[config.mk]
export PLATFORM = sky130hd
export DESIGN_NAME = mem_arbiter
export DESIGN_NICKNAME = d
export VERILOG_FILES = /design/src/rtl/mem_arbiter.sv
export SDC_FILE = /design/constraint.sdc
export NUM_CORES = 1
export LEC_CHECK = 0
export ABC_AREA = 1
export CAP_MARGIN = 10
export CORE_MARGIN = 5
export CORE_UTILIZATION = 52
export DETAILED_ROUTE_END_ITERATION = 8
export DONT_BUFFER_PORTS = 1
export GPL_TIMING_DRIVEN = 0
export HOLD_SLACK_MARGIN = 0.06
export MAX_ROUTING_LAYER = met4
export PLACE_DENSITY = 0.67
export REMOVE_ABC_BUFFERS = 1
export SLEW_MARGIN = 20
export SYNTH_ARGS = -nofsm -noshare
export SYNTH_HDL_FRONTEND = slang
export SYNTH_SLANG_ARGS = --single-unit
[constraint.sdc]
create_clock -name CLK -period 2.79 [get_ports CLK]
set_clock_uncertainty 0.1 [all_clocks]
set_input_delay 0.558 -clock CLK [delete_from_list [all_inputs] [get_ports CLK]]
set_output_delay 0.558 -clock CLK [all_outputs]
set_load 0.1 [all_outputs]
[src/rtl/mem_arbiter.sv]
// Shares one single-port RAM between the instruction-fetch and data sides of the cache block.
// Data has priority, a starvation counter guarantees fetch progress, and RAM errors are retried a bounded number of times.
module mem_arbiter #(
  parameter int unsigned STARVE_LIMIT = 4,
  parameter int unsigned MAX_RETRY    = 3,
  parameter logic [31:0] ERR_WORD     = 32'hBAD1BAD1
) (
  input  logic        CLK,
  input  logic        nRST,
  input  logic        iREN,
  input  logic [31:0] iaddr,
  output logic        iwait,
  output logic [31:0] iload,
  input  logic        dREN,
  input  logic        dWEN,
  input  logic [31:0] daddr,
  input  logic [31:0] dstore,
  output logic        dwait,
  output logic [31:0] dload,
  output logic        ramREN,
  output logic        ramWEN,
  output logic [31:0] ramaddr,
  output logic [31:0] ramstore,
  input  logic [31:0] ramload,
  input  logic [1:0]  ramstate,
  output logic        bus_err
);

  localparam int SW = $clog2(STARVE_LIMIT + 1);
  localparam int RW = $clog2(MAX_RETRY + 1);

  localparam logic [1:0] RS_ACCESS = 2'd2;
  localparam logic [1:0] RS_ERROR  = 2'd3;

  typedef enum logic [1:0] {IDLE, SERVE_I, SERVE_D} state_t;

  state_t        state, state_n;
  logic [SW-1:0] starve_cnt, starve_n;
  logic [RW-1:0] retry_cnt, retry_n;
  logic [31:0]   lat_addr, lat_addr_n;
  logic [31:0]   lat_store, lat_store_n;
  logic          lat_wr, lat_wr_n;
  logic [31:0]   iload_q, iload_n;
  logic [31:0]   dload_q, dload_n;

  logic        serving, abort, done, done_i, done_d;
  logic        dreq, force_i;
  logic [31:0] rdata;

  // Completion: ACCESS, or an ERROR once the retry budget is spent.
  always_comb begin
    serving = (state != IDLE);
    abort   = serving && (ramstate == RS_ERROR) && (retry_cnt == RW'(MAX_RETRY));
    done    = serving && ((ramstate == RS_ACCESS) || abort);
    done_i  = done && (state == SERVE_I);
    done_d  = done && (state == SERVE_D);
    rdata   = abort ? ERR_WORD : ramload;
  end

  assign iwait    = !done_i;
  assign dwait    = !done_d;
  assign iload    = done_i ? rdata : iload_q;
  assign dload    = (done_d && !lat_wr) ? rdata : dload_q;
  assign ramREN   = serving && !lat_wr;
  assign ramWEN   = serving && lat_wr;
  assign ramaddr  = lat_addr;
  assign ramstore = lat_store;
  assign bus_err  = abort;

  always_comb begin
    // NOTE: every variable gets a default first so no path leaves one unassigned and infers a latch.
    state_n     = state;
    starve_n    = starve_cnt;
    retry_n     = retry_cnt;
    lat_addr_n  = lat_addr;
    lat_store_n = lat_store;
    lat_wr_n    = lat_wr;
    iload_n     = iload_q;
    dload_n     = dload_q;
    dreq        = dREN || dWEN;
    force_i     = iREN && (starve_cnt == SW'(STARVE_LIMIT));

    case (state)
      IDLE: begin
        if (dreq && !force_i) begin
          state_n     = SERVE_D;
          lat_addr_n  = daddr;
          lat_store_n = dstore;
          lat_wr_n    = dWEN;
          if (!iREN)
            starve_n = '0;
          else if (starve_cnt != SW'(STARVE_LIMIT))
            starve_n = starve_cnt + SW'(1);
        end else if (iREN) begin
          state_n     = SERVE_I;
          lat_addr_n  = iaddr;
          lat_store_n = '0;
          lat_wr_n    = 1'b0;
          starve_n    = '0;
        end else begin
          starve_n = '0;
        end
      end
      SERVE_I, SERVE_D: begin
        if (done) begin
          state_n = IDLE;
          retry_n = '0;
          if (done_i)
            iload_n = rdata;
          else if (!lat_wr)
            dload_n = rdata;
        end else if (ramstate == RS_ERROR) begin
          retry_n = retry_cnt + RW'(1);
        end
      end
      default: state_n = IDLE;
    endcase
  end

  // NOTE: sequential state uses non-blocking assignments so all registers update together at the edge.
  always_ff @(posedge CLK or negedge nRST) begin
    if (!nRST) begin
      state      <= IDLE;
      starve_cnt <= '0;
      retry_cnt  <= '0;
      lat_addr   <= '0;
      lat_store  <= '0;
      lat_wr     <= 1'b0;
      iload_q    <= '0;
      dload_q    <= '0;
    end else begin
      state      <= state_n;
      starve_cnt <= starve_n;
      retry_cnt  <= retry_n;
      lat_addr   <= lat_addr_n;
      lat_store  <= lat_store_n;
      lat_wr     <= lat_wr_n;
      iload_q    <= iload_n;
      dload_q    <= dload_n;
    end
  end

endmodule

After elaboration in Yosys (flattened, before gate mapping)

Cells that the tools add are included.

Equal/unequal tests: 10
Multiplexer cells: 18
Reduce and logical (&&, ||, !) cells: 27
$add $sub $neg: 2
Multiply operators: 0
Div/mod/pow operators: 0
Bitwise gates (word level): 2
Shift operators: 0
$lt $le $gt $ge: 0

Operator list:

| cell                                                 | count |
|---|---|
| two-way mux 32 bit                                   | 7 |
| logical AND 1 bit                                    | 10 |
| two-way mux 2 bit                                    | 5 |
| AND reduction 2 bit                                  | 5 |
| two-way mux 3 bit                                    | 3 |
| equality test 2 bit (second input constant)          | 4 |
| != test 3 bit (second input constant)                | 2 |
| nonzero test 2 bit                                   | 3 |
| logical NOT 1 bit                                    | 4 |
| case mux 2 bit (2 select lines)                      | 1 |
| AND reduction 4 bit                                  | 1 |
| adder 3 x 1 -> 3 bit (second input constant)         | 1 |
| equality test 3 bit (second input constant)          | 1 |
| != test 3 x 2 -> 1 bit (second input constant)       | 1 |
| adder 2 x 1 -> 2 bit (second input constant)         | 1 |
| equality test 2 x 1 -> 1 bit (second input constant) | 1 |
| logical NOT 2 bit                                    | 1 |
| logical OR 1 bit                                     | 2 |
| two-way mux 1 bit                                    | 2 |
| != test 2 bit (second input constant)                | 1 |
| NOT 1 bit                                            | 2 |
| OR reduction 2 bit                                   | 1 |

Flip-flop bits (word level): 136
Memories kept: 0
ROM bits: 0
Latch bits: 0
Output and inout port bits: 133
Memory bits (writable): 0

Longest topological paths before layout

Gate-level depths: netlist of run 1.

Depth after elaboration: 8
Gate-level depth with buffers: 11
Gate-level depth less buffers: 9

Worst setup path before layout of run 1

No wires, ideal clock.

Path kind: reg2out
Start: register state[0]
End: output port dload[0]
Setup slack: -1.522 ns
Stages on the path, launching flop included: 9
Buffers on the path: 2
Data required time: 2.132 ns
Data arrival time: 3.654 ns
Cell sequence: dfrtp_1 > inv_1 > ha_1 > buf_4 > nor2_8 > nand3_2 > nor2_4 > buf_4 > o21ai_0

Word-level cells in the longest chain between the ends: 8
Elaborated cells between the ends (all ways): 10
Those cells by class: eq/ne (1); mux (2); reduce/logical (7)

RTL lines:

| item                           | RTL line | RTL |
|---|---|---|
| from (decl)                    | 37       | `state_t state, state_n;` |
| from (signal assigned)         | 132      | `state <= state_n;` |
| nonzero test 2 bit             | 52       | `serving = (state != IDLE);` |
| logical AND 1 bit (2 in a row) | 53       | `abort = serving && (ramstate == RS_ERROR) && (retry_cnt == RW'(MAX_RETRY));` |
| logical OR 1 bit               | 54       | `done = serving && ((ramstate == RS_ACCESS) \|\| abort);` |
| logical AND 1 bit              | 54       |  |
| logical AND 1 bit              | 56       | `done_d = done && (state == SERVE_D);` |
| logical AND 1 bit              | 63       | `assign dload = (done_d && !lat_wr) ? rdata : dload_q;` |
| two-way mux 32 bit (*)         | 63       |  |
| to (decl)                      | 19       | `output logic [31:0] dload,` |

Every way passes the cells marked *; elsewhere a longest branch is shown, timed or not.

Worst setup path after layout of run 1

Start: register state[0]
End: output port iload[9]

Word-level cells in the longest chain between the ends: 7
Elaborated cells between the ends (all ways): 9
Those cells by class: eq/ne (1); mux (2); reduce/logical (6)

RTL lines:

| item                               | RTL line | RTL |
|---|---|---|
| nonzero test 2 bit (*)             | 52       |  |
| logical AND 1 bit (*) (2 in a row) | 53       |  |
| via bus_err                        | 26       | `output logic bus_err` |
| logical OR 1 bit                   | 54       |  |
| logical AND 1 bit                  | 54       |  |
| logical AND 1 bit                  | 55       | `done_i = done && (state == SERVE_I);` |
| two-way mux 32 bit (*)             | -        |  |
| to (decl)                          | 13       | `output logic [31:0] iload,` |

The timed path passes the listed nets; every way through them passes the cells marked *.

==> results of run 1 <==
state kept, by name, summed over array words and instances (netlist names):
name,flops
ramstore,32
lat_wr,1
starve_cnt,3
dload_q,32
retry_cnt,2
iload_q,32
ramaddr,32
state,2
worst max path at each step:
stage                      to  slack [ns]  cells after the start
CTS                  iload[9]       -0.50                      9
floorplan            dload[0]       -2.21                      6
finish               iload[9]       -0.49                      9
global route         iload[9]       -0.60                      9
global placement    dload[10]       -2.93                      6
detailed placement  iload[22]       -0.91                      9
per-layer routing:
layer	part of all wire [%]	track usage (%)	vias up
met2	52	45.0	286
met3	8.0	7.10	45
met4	2.3	7.38	0
met1	38	32.4	3069
met5	0	-	-
li1	-	-	3122
stage by stage:
step / util [%] / area [um2]
5_1_grt: 71.7 / 9530
3_5_place_dp: 54.8 / 7290
4_1_cts: 67.6 / 8990
3_3_place_gp: 52.9 / 7040
6_report: 71.7 / 9530
2_1_floorplan: - / 6820
final cells by class:
type	instances	share of cell area, %
Timing Repair Buffer	70	9.69
Multi-Input combinational cell	699	41.9
Tap cell	176	2.31
Clock buffer	18	4.50
Inverter	113	4.70
Clock inverter	14	1.21
Sequential cell	136	35.7
what timing repair did:
item | in CTS | in global routing
gates cloned | 10 | 6
endpoints found under the hold margin | 136 | 136
buffers inserted | 36 | 24
setup endpoints to repair | 135 | 116
gates resized for setup | 187 | 79
pin swaps | 31 | 46
worst max-delay path, stage by stage (launching register included):
cell	delay, ns
dfrtp_1	0.37
inv_2	0.07
ha_4	0.18
buf_12	0.13
clkinv_8	0.05
nand2_8	0.04
nor2_4	0.82
nor2_4	0.07
nand2_2	0.13
and2_4	0.34
cells in the mapped netlist (all sizes together):
cell type    n
inv        112
o21ai       71
nand3       73
and2        32
dfrtp      136
nand4        3
a21oi        3
clkbuf      11
clkinv       1
nor2        25
nand2      478
buf         39
ha           7
cell families (layout without fill, tap and decap cells):
family / Yosys count / count (layout) / synth area share (%)
AND/OR/NAND/NOR: 611 / 618 / 35.8
buffers and inverters: 163 / 215 / 9.64
flip-flops: 136 / 136 / 48.1
AO/OA/AOI/OAI: 74 / 74 / 5.23
adder cells (fa/ha/maj): 7 / 7 / 1.24
==> metrics.txt, run 1 <==
final WL=22,900 um; RSZ-0062 raised after global routing=true; Area contributors post-synth=dfrtp_1, nand2_1, inv_1, nand3_1, o21ai_0; # DRC=0; initial antenna violation count=0; DR vias/cell=5.32; multi-input logic area=0.00400 mm2; antenna viol nets, final=0; vias in the first global route=6,231; startpoint types=flip-flop; worst skew pair latency=0.42 ns; crit end category=primary output; routed via count=6,522; #FFs+latches synth=136; CTS tree=yes; layout cells sized above 1=27.7%; CTS buffer count=17; All-Layer GR Usage=between 20% and 30%; drt first pass iters=6; fillers=956; placed instance count=roughly 1,100; largest net degree at the start of global routing=between 100 and 150; setup_tns=-22.59 ns; Initial Util=53.2%; row count=42; leading area contributor after synthesis=dfrtp_1; core area=0.0133 mm2; setup ws final=-0.490 ns; max-cap viol count=0; Detailed Route Iter0 Violations=446; first-pass GRT wire length=33,200 um; top-area cell type share of the netlist area=about 48%; max-slew violations=0; failing checks=hold timing, setup timing; I/O pin cnt=268; Worst setup startpoint=state[0]; Synth Instances=991; hold crit path type=in -> async; R2R Path End=dload_q[10]; full die area=0.0160 mm2; Die Y=~130 um; FF-to-FF path depth=12; most common cell after layout, fill and taps aside=nand2_1; CTS H-tree lvls=4; routability congestion estimate=0.817; final period utilization=118%; Max Root-Sink Buffers=2; fmax=about 300 MHz; Post-Syn Area=0.00708 mm2; NumNets Final=1,179; worst-margin pin slew=1.10 ns; Yosys cell types=23; Antenna diodes=0; r2r setup slk=0.10 ns; Die Width=127 um; Hold Violations, Final=about 140; Max Fanout on Critical Path=7; reg2reg start=state[0]; Final min period=3.28 ns; global route overflow=0; number of I/O port buffers=0; pre-CTS setup slack=-0.909 ns; Critical Path AT=2.62 ns; most frequent cells in the layout=nand2_1, dfrtp_1, inv_1; CTS root buf=clkbuf_16; Worst Hold Slack=-0.270 ns; status=finished with violations; Slew HR=26.7%; synthesis warning total=0; TritonCTS Sinks=136; Area Growth Syn to Fin=34.7%; Layout Cells excl Fill=~1,200; hpwl dp=roughly 12,000 um; Seq. cell area=approximately 0.0034 mm2; Synth Area per Inst=7.14 um2; WL/cell=between 15 and 20 um; Clock transition at path regs=around 0.060 ns; Req. time, crit path=2.13 ns; classification of the worst setup path=reg -> out; Seq/Total Area, Yosys=48.1%; final setup vio count=64
Power of run 1 is left out: the tool's default activity adds up to more than one toggle a clock period on the data nets, which glitch-free logic cannot reach.
==> run 2: changes to the inputs <==
- ABC_AREA: 1 -> not set
==> run 2 against run 1 <==
The flow still finishes with violations (hold timing, setup timing). Cell count is 38% lower. Final area down 13%. Flip-flop and latch count unchanged. Synthesized area down 5.1%. Core utilization fell by 6.3 points. Register-to-register slack worse by 0.02 ns. Critical path depth fell by 2. Via count is 32% lower. Wire length shrank 22%. Synthesized cell count is 45% lower. Non-clock buffer count fell by 33. Critical path type unchanged.
==> metrics.txt, run 2 <==
status=finished with violations (unchanged); failing checks=hold timing, setup timing (unchanged); Die Y=124 um (was 127 um); most common cell after layout, fill and taps aside=dfrtp_1 (was nand2_1); routability congestion estimate=0.823 (was 0.817); All-Layer GR Usage=24.1% (was 26.9%); EDFF count, synth=0 (unchanged); Synth Area per Inst=12.3 um2 (was 7.14 um2); WL/cell=23.7 um (was 18.7 um); Largest delay share family, worst path=simple AND/OR/NAND/NOR gates (unchanged); final WL=17,900 um (was 22,900 um); Req. time, crit path=2.13 ns (about the same); layout cells sized above 1=42.4% (was 27.7%); CTS tree=yes (unchanged); async set or reset register ratio after synthesis=100% (unchanged); TritonCTS Sinks=136 (unchanged); final setup vio count=64 (unchanged); Layout Cells excl Fill=755 (was 1,226); vias in the first global route=4,766 (was 6,231); count leader, synth=dfrtp_1 (was nand2_1); worst-margin pin slew=1.07 ns (was 1.10 ns); hold crit path type=in -> async (unchanged); row count=41 (was 42); top-area cell type share of the netlist area=50.7% (was 48.1%); most frequent cells in the layout=dfrtp_1, mux2_4, a21oi_1 (was nand2_1, dfrtp_1, inv_1); Initial Util=53.2% (about the same); number of I/O port buffers=0 (unchanged); Seq/Total Area, Yosys=50.7% (was 48.1%); fmax=341 MHz (was 305 MHz); Area contributors post-synth=dfrtp_1, mux2_4, mux2_2, a21oi_1, a22o_1 (was dfrtp_1, nand2_1, inv_1, nand3_1, o21ai_0); Top cell by count, worst path=buf_12 (was nor2_4); initial antenna violation count=0 (unchanged); pre-CTS setup slack=-0.458 ns (was -0.909 ns); fillers=921 (was 956); Post-Syn Area=0.00672 mm2 (was 0.00708 mm2); startpoint types=flip-flop (unchanged); fin util=65.4% (was 71.7%); max-cap viol count=0 (unchanged); synthesis warning total=0 (unchanged); hpwl dp=11,200 um (was 12,200 um); CTS buffer count=17 (unchanged); max-slew violations=0 (unchanged); Critical Path AT=2.27 ns (was 2.62 ns); CTS H-tree lvls=4 (unchanged); setup ws final=-0.143 ns (was -0.490 ns); CTS root buf=clkbuf_16 (unchanged); #FFs+latches synth=136 (unchanged); Synth Flop Type=dfrtp_1 (unchanged); Max Fanout on Critical Path=7 (unchanged); Hold Violations, Final=136 (unchanged); first-pass GRT wire length=26,700 um (was 33,200 um); final period utilization=105% (was 118%); met2 usage=38.4% (was 45.0%); worst path cell trace=ha_2 -> nand2b_4 -> nand3_4 -> nor3b_4 -> buf_12 -> buf_12 -> mux2_4 (was inv_2 -> ha_4 -> buf_12 -> clkinv_8 -> nand2_8 -> nor2_4 -> nor2_4 -> nand2_2 -> and2_4); Die Width=124 um (was 127 um); # DRC=0 (unchanged); Antenna diodes=0 (unchanged); DR vias/cell=5.88 (was 5.32); Clock transition at path regs=0.07 ns (was 0.06 ns); I/O pin cnt=268 (unchanged); crit end category=primary output (unchanged); Area Growth Syn to Fin=22.9% (was 34.7%); RSZ-0062 raised after global routing=true (unchanged); met1 Track Usage GR=29.2% (was 32.4%); Placed Area=0.00685 mm2 (was 0.00729 mm2); worst skew pair latency=0.41 ns (was 0.42 ns); Worst Hold Slack=-0.272 ns (was -0.270 ns); sum of buffers and inverters on the critical path=2 (was 3); top post-synthesis cells by count=dfrtp_1, mux2_2, a21oi_1, mux2_4, nor2_1 (was nand2_1, dfrtp_1, inv_1, nand3_1, o21ai_0); full die area=0.0153 mm2 (was 0.0160 mm2); Yosys cell types=30 (was 23); Synth Instances=546 (was 991); antenna viol nets, final=0 (unchanged); routed via count=4,441 (was 6,522); classification of the worst setup path=reg -> out (unchanged); NumNets Final=712 (was 1,179); GR Layer Usage met3=6.36% (was 7.10%); leading area contributor after synthesis=dfrtp_1 (unchanged); Slew HR=28.3% (was 26.7%); core area=0.0126 mm2 (was 0.0133 mm2); global route overflow=0 (unchanged); Worst path max stage delay=0.44 ns (was 0.82 ns); busiest layer in global routing=met2 (unchanged); final instance area=0.00825 mm2 (was 0.00953 mm2); Crit-path slowest cell=mux2_4 (was nor2_4); Final min period=2.93 ns (was 3.28 ns); drt first pass iters=4 (was 6); Detailed Route Iter0 Violations=344 (was 446); Max Root-Sink Buffers=2 (unchanged); placed instance count=688 (was 1,121); largest net degree at the start of global routing=137 (unchanged)
run 2: cell types whose count changed in the layout (fill, tap and decap cells not counted), moves of 25 or more:
cell	delta
nand3_1	-66
nand2_2	-62
nand2_1	-358
o21ai_0	-37
a22o_1	+36
inv_1	-97
mux2_4	+124
nor2_1	+25
a21oi_1	+61
o21ai_4	-31
run 2: timing repair:
action | in CTS | in global routing
resized for setup | 93 | 34
gates cloned | 6 | 0
endpoints found under the setup margin | 67 | 64
buffers inserted | 24 | 7
endpoints found under the hold margin | 136 | 136
pin swaps | 7 | 3
run 2: final timing paths:
| check | startpoint | end | slack [ns] | cells past startpoint |
|---|---|---|---|---|
| max in group asynchronous | nRST | ramaddr[8] | 2.60 | 0 |
| min | nRST | ramstore[16] | -0.27 | 0 |
| min reg2reg | dload_q[15] | dload_q[15] | 0.41 | 1 |
| max reg2reg | retry_cnt[1] | dload_q[16] | 0.08 | 9 |
| min in group CLK | iaddr[0] | ramaddr[0] | 0.16 | 2 |
| max | retry_cnt[1] | dload[16] | -0.14 | 7 |
run 2: worst reg2reg max path, cell delays in order, from the launching register on:
cell      delay, ns
dfrtp_1        0.36
ha_2           0.19
nand2b_4       0.15
buf_6          0.09
and3_4         0.29
buf_6          0.13
buf_4          0.10
buf_4          0.11
nand3_4        0.51
mux2_4         0.56
run 2: cell families (layout without fill, tap and decap cells):
family                   Yosys count  after routing  synth area share, %
flip-flops                       136            136                 50.7
adder cells (fa/ha/maj)            7              7                 1.30
AO/OA/AOI/OAI                    106            106                 10.1
buffers and inverters             43             76                 3.73
multiplexers                     129            129                 25.0
AND/OR/NAND/NOR                  125            129                 9.20
run 2: area by class of cell:
| class | instances | area (um2) | share of cell area (%) |
|---|---|---|---|
| multi-input cells | 371 | 3580 | 43.4 |
| flip-flops and latches | 136 | 3400 | 41.2 |
| repair buffers | 37 | 450 | 5.46 |
| clock buffers | 17 | 425 | 5.16 |
| well taps | 172 | 215 | 2.61 |
| clock inverters | 15 | 139 | 1.68 |
| inverters | 7 | 35.0 | 0.425 |
run 2: layer usage:
metal	routed length, um	vias up	part of all wire (%)
li1	-	1968	-
met1	7110	2262	40
met2	9260	179	52
met3	1100	32	6.1
met4	405	0	2.3
met5	0	-	0
run 2: metrics by stage:
step | hold WS [ns] | TNS (ns)
6_report | -0.272 | -6.44
3_3_place_gp | 0.165 | -170.99
3_5_place_dp | 0.165 | -22.38
4_1_cts | -0.289 | -7.10
2_1_floorplan | 0.162 | -53.03
5_1_grt | -0.302 | -11.98
Power of run 2 is left out for the same reason.
==> run 3: changes to the inputs <==
- SKIP_CTS_REPAIR_TIMING: not set -> 1
==> run 3 against run 2 <==
The run still ends with hold timing, setup timing left. Clock-buffer cell count stayed put. Via count fell by 0.45%. Flip-flop and latch count unchanged. Core utilization decreased by 1.8 points. Worst setup slack worse by 0.083 ns. Die area unchanged. Sequential share of layout area grew 1.2 points. Critical path depth is 3 lower. Hold slack got worse by 0.0023 ns. First-iteration DRC count is 3.8% lower. Cell count fell by 1.2%. Critical path type unchanged. Critical endpoint is now iload[9].
==> metrics.txt, run 3 (same netlist as run 2, synthesis figures left out) <==
status=finished with violations (unchanged); failing checks=hold timing, setup timing (unchanged); initial antenna violation count=0 (unchanged); global route overflow=0 (unchanged); Antenna diodes=0 (unchanged); Slew HR=28.5% (was 28.3%); worst-margin pin slew=1.07 ns (about the same); startpoint types=flip-flop (unchanged); Critical Path AT=2.36 ns (was 2.27 ns); final instance area=0.00803 mm2 (was 0.00825 mm2); Detailed Route Iter0 Violations=331 (was 344); routed via count=4,421 (was 4,441); CTS buffer count=17 (unchanged); max-slew violations=0 (unchanged); worst skew pair latency=0.41 ns (about the same); final setup vio count=63 (was 64); antenna viol nets, final=0 (unchanged); fin util=63.6% (was 65.4%); RSZ-0062 raised after global routing=true (unchanged); Area Growth Syn to Fin=19.5% (was 22.9%); Hold Violations, Final=136 (unchanged); drt first pass iters=4 (unchanged); final period utilization=108% (was 105%); Placed Area=0.00685 mm2 (unchanged); largest net degree at the start of global routing=137 (unchanged); core area=0.0126 mm2 (unchanged); TritonCTS Sinks=136 (unchanged); Worst Hold Slack=-0.275 ns (was -0.272 ns); Crit-path slowest cell=ha_1 (was mux2_4); full die area=0.0153 mm2 (unchanged); CTS tree=yes (unchanged); DR vias/cell=5.93 (was 5.88); Final min period=3.02 ns (was 2.93 ns); hpwl dp=11,200 um (unchanged); Clock transition at path regs=0.07 ns (about the same); most common cell after layout, fill and taps aside=dfrtp_1 (unchanged); number of I/O port buffers=0 (unchanged); row count=41 (unchanged); Worst path max stage delay=0.57 ns (was 0.44 ns); CTS root buf=clkbuf_16 (unchanged); Die Width=124 um (unchanged); # DRC=0 (unchanged); fmax=332 MHz (was 341 MHz); setup ws final=-0.226 ns (was -0.143 ns); Max Root-Sink Buffers=2 (unchanged); most frequent cells in the layout=dfrtp_1, mux2_4, a21oi_1 (unchanged); classification of the worst setup path=reg -> out (unchanged); NumNets Final=703 (was 712); first-pass GRT wire length=24,900 um (was 26,700 um); final WL=17,900 um (about the same); crit end category=primary output (unchanged); vias in the first global route=4,578 (was 4,766); WL/cell=24.0 um (was 23.7 um); I/O pin cnt=268 (unchanged); worst path cell trace=inv_2 -> ha_1 -> nand2_4 -> mux2_4 (was ha_2 -> nand2b_4 -> nand3_4 -> nor3b_4 -> buf_12 -> buf_12 -> mux2_4); CTS H-tree lvls=4 (unchanged); Max Fanout on Critical Path=15 (was 7); layout cells sized above 1=38.7% (was 42.4%); hold crit path type=in -> async (unchanged); All-Layer GR Usage=22.3% (was 24.1%); Die Y=124 um (unchanged); Req. time, crit path=2.13 ns (about the same); routability congestion estimate=0.823 (unchanged); max-cap viol count=0 (unchanged); Initial Util=53.2% (unchanged)
run 3: per-stage QoR:
stage / std cells / TNS (ns) / setup WS (ns)
6_report: 746 / -10.91 / -0.226
5_1_grt: 746 / -16.64 / -0.311
4_1_cts: 720 / -53.22 / -0.909
3_5_place_dp: 688 / -22.38 / -0.458
3_3_place_gp: 682 / -170.99 / -1.76
2_1_floorplan: 510 / -53.03 / -0.776
run 3: area by class of cell:
type	count	area, um2
Inverter	7	35.0
Clock inverter	15	139
Tap cell	172	215
Clock buffer	17	425
Multi-Input combinational cell	369	3440
Timing Repair Buffer	30	373
Sequential cell	136	3400
Fill cell	959	4590
run 3: worst max-delay path, delay by kind of cell (launching register included):
family                     cells  cell delay (ns)
and+or+nand+nor                1             0.33
muxes                          1             0.52
DFF                            1             0.41
adders and majority gates      1             0.57
buffers and inverters          1             0.11
run 3: worst paths after layout:
| check | to | start | slack, ns | cells after the start |
|---|---|---|---|---|
| setup / recovery | iload[9] | state[1] | -0.23 | 4 |
| hold / removal | ramstore[16] | nRST | -0.27 | 0 |
| setup reg to reg | iload_q[5] | state[1] | 0.23 | 4 |
| hold reg to reg | dload_q[15] | dload_q[15] | 0.41 | 1 |
| max in group asynchronous | retry_cnt[0] | nRST | 2.71 | 0 |
| min in group CLK | ramaddr[0] | iaddr[0] | 0.16 | 2 |
run 3: layer usage:
layer / GRT usage, % / share of wire, %
met2: 34.8 / 51
met3: 5.99 / 6.3
met5: - / 0
met1: 26.9 / 40
met4: 10.6 / 2.5
Power of run 3 is left out for the same reason.
